$ cat src/rtl/reg_load_arbiter.sv
// rtl/reg_load_arbiter.sv - round-robin arbiter that stages data and pulses pl into one shared regn
// The outputs are registered. pl, dout, gnt and ack change only on clock edges.
module reg_load_arbiter #(
  parameter int N = 12
) (
  input  logic           clk,
  input  logic           rst,
  input  logic [3:0]     req,
  input  logic [4*N-1:0] din,
  output logic           pl,
  output logic [N-1:0]   dout,
  output logic [3:0]     gnt,
  output logic [3:0]     ack,
  output logic           busy,
  output logic [7:0]     load_cnt
);

  typedef enum logic [1:0] {
    IDLE = 2'd0,
    LOAD = 2'd1,
    ACK  = 2'd2
  } state_t;

  state_t       state, state_n;
  logic [1:0]   ptr, ptr_n;
  logic [1:0]   owner, owner_n;
  logic         pl_n;
  logic [N-1:0] dout_n;
  logic [3:0]   gnt_n;
  logic [3:0]   ack_n;
  logic [7:0]   load_cnt_n;

  logic         found;
  logic [1:0]   win;
  logic [1:0]   cand;

  // The first pending requester, searching upward from ptr modulo 4.
  always_comb begin
    found = 1'b0;
    win   = ptr;
    cand  = ptr;
    for (int i = 0; i < 4; i++) begin
      cand = ptr + 2'(i);
      if (!found && req[cand]) begin
        found = 1'b1;
        win   = cand;
      end
    end
  end

  always_comb begin
    state_n    = state;
    ptr_n      = ptr;
    owner_n    = owner;
    pl_n       = pl;
    dout_n     = dout;
    gnt_n      = gnt;
    ack_n      = ack;
    load_cnt_n = load_cnt;
    case (state)
      IDLE: begin
        if (found) begin
          dout_n  = din[int'(win)*N +: N];
          gnt_n   = 4'b0001 << win;
          owner_n = win;
          pl_n    = 1'b1;
          state_n = LOAD;
        end
      end
      LOAD: begin
        pl_n    = 1'b0;
        ack_n   = 4'b0001 << owner;
        state_n = ACK;
      end
      ACK: begin
        ack_n      = 4'b0000;
        gnt_n      = 4'b0000;
        ptr_n      = owner + 2'd1;
        load_cnt_n = load_cnt + 8'd1;
        state_n    = IDLE;
      end
      default: begin
        pl_n    = 1'b0;
        gnt_n   = 4'b0000;
        ack_n   = 4'b0000;
        state_n = IDLE;
      end
    endcase
  end

  always_ff @(posedge clk) begin
    if (rst) begin
      state    <= IDLE;
      ptr      <= 2'd0;
      owner    <= 2'd0;
      pl       <= 1'b0;
      dout     <= '0;
      gnt      <= 4'b0000;
      ack      <= 4'b0000;
      busy     <= 1'b0;
      load_cnt <= 8'd0;
    end else begin
      state    <= state_n;
      ptr      <= ptr_n;
      owner    <= owner_n;
      pl       <= pl_n;
      dout     <= dout_n;
      gnt      <= gnt_n;
      ack      <= ack_n;
      busy     <= (state_n != IDLE);
      load_cnt <= load_cnt_n;
    end
  end

endmodule
$ cat config.mk
export PLATFORM = sky130hd
export DESIGN_NAME = reg_load_arbiter
export DESIGN_NICKNAME = d
export VERILOG_FILES = /design/src/rtl/reg_load_arbiter.sv
export SDC_FILE = /design/constraint.sdc
export NUM_CORES = 1
export LEC_CHECK = 0
export CORE_AREA = 2 2 69 71
export CTS_BUF_LIST = sky130_fd_sc_hd__clkbuf_16
export DETAILED_ROUTE_END_ITERATION = 6
export DIE_AREA = 0 0 71 73
export GPL_TIMING_DRIVEN = 0
export PLACE_DENSITY_LB_ADDON = 0.05
export SKIP_CTS_REPAIR_TIMING = 1
export SKIP_LAST_GASP = 1
export SYNTH_ARGS = -nofsm -noshare
export SYNTH_HDL_FRONTEND = slang
export SYNTH_SLANG_ARGS = --single-unit
$ cat constraint.sdc
create_clock -name clk -period 4.1 [get_ports clk]
set_clock_uncertainty 0.1 [all_clocks]
set_input_delay 0.82 -clock clk [delete_from_list [all_inputs] [get_ports clk]]
set_output_delay 0.82 -clock clk [all_outputs]
set_load 0.01 [all_outputs]
# Word level (Yosys, flattened, before mapping)
# Index checks and enable logic that the tools add are counted.
# word_totals
register_bits,36
latchBits,0
mem_bits_rw,0
romBits,0
inputBits,54
out_inout_bits,30
wordCells,60
mem_count,0
# classes
n_addsub,5
mul,1
n_div,0
order_cmp,4
n_eq_ne,3
n_shift,3
mux,22
bitwise_logic,2
reduce_logical,11
# op_table
operator,count
variable part select 48 x 7 -> 12 bit,1
case mux 4 bit (2 select lines),2
< comparator 2 x 3 -> 1 bit (second input constant),4
two-way mux 1 bit,9
adder 8 x 1 -> 8 bit (second input constant),1
binary-select mux 1 bit (select 2 bit),4
two-way mux 2 bit,4
left shift 1 x 2 -> 4 bit (first input constant),2
AND reduction 2 bit,3
adder 2 x 1 -> 2 bit (second input constant),2
adder 2 bit (second input constant),2
multiplier 2 x 2 -> 4 bit (second input constant),1
two-way mux 4 bit,1
case mux 2 bit (2 select lines),1
logical AND 1 bit,3
logical NOT 1 bit,3
== test 2 x 1 -> 1 bit (second input constant),1
== test 2 bit (second input constant),1
logical NOT 2 bit,1
!= test 2 bit (second input constant),1
NOT 1 bit,2
case mux 1 bit (2 select lines),1
nonzero test 2 bit,1

# Logic depth before layout (Yosys ltp)
# depth
ltp_word,15
depth_mapped,8
ltp_nobuf,5

# Worst setup path before layout
# Ideal clock, no wire load.
# synth_path
kind,input -> register
from,input req[3]
to,register dout[10]
setup_time_ns,0.137
t_arrival_ns,2.184
required_ns,3.863
slack_ns,1.679
stages,7
n_path_buf,2
cell_sequence,and3b_1 -> a2111oi_4 -> or2_1 -> buf_4 -> buf_6 -> mux2i_1 -> o211ai_2
# synth_via
elab_chain_cells,14
word_cells_on_any_way,24
classes_between,mul (1); shift (1); mux (15); reduce/logical (7)
# synth_lines
element,line,text
start: declaration,8,"input logic [3:0] req,"
binary-select mux 1 bit (select 2 bit),44,if (!found && req[cand]) begin
two-way mux 1 bit (implied by the code),44,
two-way mux 1 bit,44,
logical NOT 1 bit,44,
logical AND 1 bit,44,
two-way mux 1 bit,44,
logical NOT 1 bit,44,
logical AND 1 bit,44,
two-way mux 1 bit,44,
logical NOT 1 bit,44,
logical AND 1 bit,44,
two-way mux 2 bit,44,
multiplier 2 x 2 -> 4 bit,63,dout_n = din[int'(win)*N +: N];
variable part select 48 x 7 -> 12 bit,63,
end signal: assignment,107,dout <= dout_n;
end: declaration,11,"output logic [N-1:0] dout,"
# Several ways; a longest one is shown, not always the timed one. The select of a mux whose other input is x is not followed.
# A chain may end at the register's enable or synchronous reset.

# Worst setup path in the final report
# layout_path
from,input req[3]
to,register dout[5]
# Same word-level chain as after synthesis.

==> flow_summary.json <==
{
  "place_hpwl_um": 3580,
  "wl_per_cell_um": 12.7,
  "initial_core_util": 0.420,
  "p_leak_nw": 1.09,
  "core_area_um2": 4540,
  "avgSynthCellArea_um2": 8.75,
  "max_cap_viol_count": 0,
  "clkSinkCount": 36,
  "clkTransAtPathRegs_ps": 60,
  "rows": 25,
  "cts.htree.levels": 2,
  "cts_tree": "done",
  "die_h_um": 73,
  "grt.total_usage": 0.187,
  "overflow": 0,
  "setup_viol_count_final": 0,
  "tns_ps": 0,
  "arrival_ps": 3030,
  "final_area_um2": 2950,
  "synth_nets": 277,
  "rsz0062_at_grt": "no",
  "worst_pin_slew_ps": 639,
  "power.density_nw_per_um2": 337,
  "io_pins": 84,
  "syn_inst": 218,
  "final_hold_viol_count": 0,
  "drc": 0,
  "cp-end-kind": "flop",
  "fin_nets": 367,
  "criticalPathCategory": "in -> reg",
  "worst_setup_path_start_kind": "primary input",
  "synthDistinctLibCells": 34,
  "io_buffers": 83,
  "cts_buffers": 5,
  "grt_pass1_vias": 1758,
  "grt_pass1_wl_um": 7710,
  "wl_um": 4610,
  "total_power_mw": 0.994,
  "clockBufferDepth": 2,
  "syn_area_um2": 1910,
  "die_w_um": 71,
  "num-fill-cells": 394,
  "ys_ff_latch": 36,
  "fmax_mhz": 335,
  "status": "complete, no violations",
  "period_share": 0.729,
  "viasPerCell": 5.00,
  "clock_latency_ps": 280,
  "final_cell_mix": "83 x clkdlybuf4s50_1, 36 x dfxtp_1, 22 x nand2_1",
  "yosysSeqAreaShare": 0.378,
  "cts-root-buf": "clkbuf_16",
  "path_max_fanout": 10,
  "period_minus_slack_ps": 2990,
  "diodes": 0,
  "irDropWorstVdd_mv": 0.139,
  "hp-class": "reg -> reg",
  "antenna_found_initial": 0,
  "grt_max_degree": 13,
  "ant_nets": 0,
  "drv_slew": 0,
  "area_delta_synth_final_pct": 54.7,
  "drive_gt1_frac": 0.0680,
  "postPlaceCellArea_um2": 2810,
  "drt_iter0_markers": 79,
  "yosys_warnings": 0,
  "gp_congestion": 0.835,
  "routed-via-count": 1814,
  "relSlewSlack": 0.574,
  "required_ps": 4140,
  "drt_pass1_iterations": 4,
  "layout_commonest_cell": "clkdlybuf4s50_1",
  "die_area_um2": 5180
}
[flip-flops by register name, summed over array words and instances (netlist names)]
register	count
ack	4
dout	12
gnt	4
owner	2
busy	1
load_cnt	8
state	2
ptr	2
pl	1
[where the power goes]
part           leakage [nW]  total, mW  switching [mW]  internal [mW]
sequential            0.295      0.393          0.0153          0.378
clock                0.0736      0.368           0.144          0.224
combinational         0.726      0.233          0.0977          0.135
[logic make-up (layout without fill, tap and decap cells)]
group           Yosys count  count (layout)  synth area share
simple gates             75              75             0.201
compound gates           57              57             0.219
flops                    36              36             0.378
buf+inv                  21             112            0.0472
mux                      19              19            0.0997
fa+ha+maj                 5               5            0.0328
xor+xnor                  5               5            0.0230
[layer usage]
layer	track usage	vias up	part of all wire
met4	0.0692	0	0.013
met1	0.215	811	0.43
li1	-	948	-
met2	0.325	50	0.49
met3	0.0608	5	0.063
met5	0	-	0
[critical path: stages]
cell and delay, ps:
clkdlybuf4s50_1 590, and3b_1 230, a2111oi_4 520, or2_1 170
buf_4 160, buf_6 190, mux2i_1 260, o211ai_2 90
[synthesized netlist by cell type, drive strengths merged]
cell      n  share of area
a21boi    1         0.0039
nor3b    12          0.047
xor2      4          0.018
ha        5          0.033
o21bai    1         0.0039
inv       5         0.0098
nand3     2         0.0052
o21ai    19          0.050
nand2    22          0.043
buf       3          0.012
nor3      2         0.0052
xnor2     1         0.0046
nor2b     4          0.013
nand4     3         0.0098
clkbuf   13          0.026
nor2     18          0.035
or2       3         0.0098
dfxtp    36           0.38
o21a     13          0.051
a21oi     9          0.024
and3b     1         0.0046
o211ai   12          0.068
and3      2         0.0066
a31oi     1         0.0033
or4       1         0.0039
nor4      1         0.0033
a2111oi   1          0.014
mux2i    19           0.10
or3       4          0.013
[area by class of cell]
cell class | instances | area [µm²] | share of cell area
sequential | 36 | 721 | 0.244
timing repair buffer | 83 | 831 | 0.282
multi-input combinational | 161 | 1100 | 0.372
clock inverter | 3 | 18.8 | 0.00636
tap | 54 | 67.6 | 0.0229
buffer | 16 | 71.3 | 0.0242
clock buffer | 5 | 125 | 0.0424
inverter | 5 | 18.8 | 0.00636
[stage by stage]
step	utilization	setup WS [ps]	cells	hold slack [ps]
final	0.650	1110	363	356
after global routing	0.650	953	363	386
after CTS	0.650	1100	363	355
after detailed placement	0.618	814	355	346
after global placement	0.618	826	355	344
after floorplan	-	1680	218	376
[final timing paths]
kind	depth (start not counted)	slack (ps)	end	startpoint
hold reg to reg	2	360	gnt[3]	gnt[3]
setup / recovery	8	1110	dout[5]	req[3]
hold / removal	2	360	gnt[3]	gnt[3]
setup reg to reg	6	1870	dout[4]	state[0]
Power figures use the tool's default switching activity.
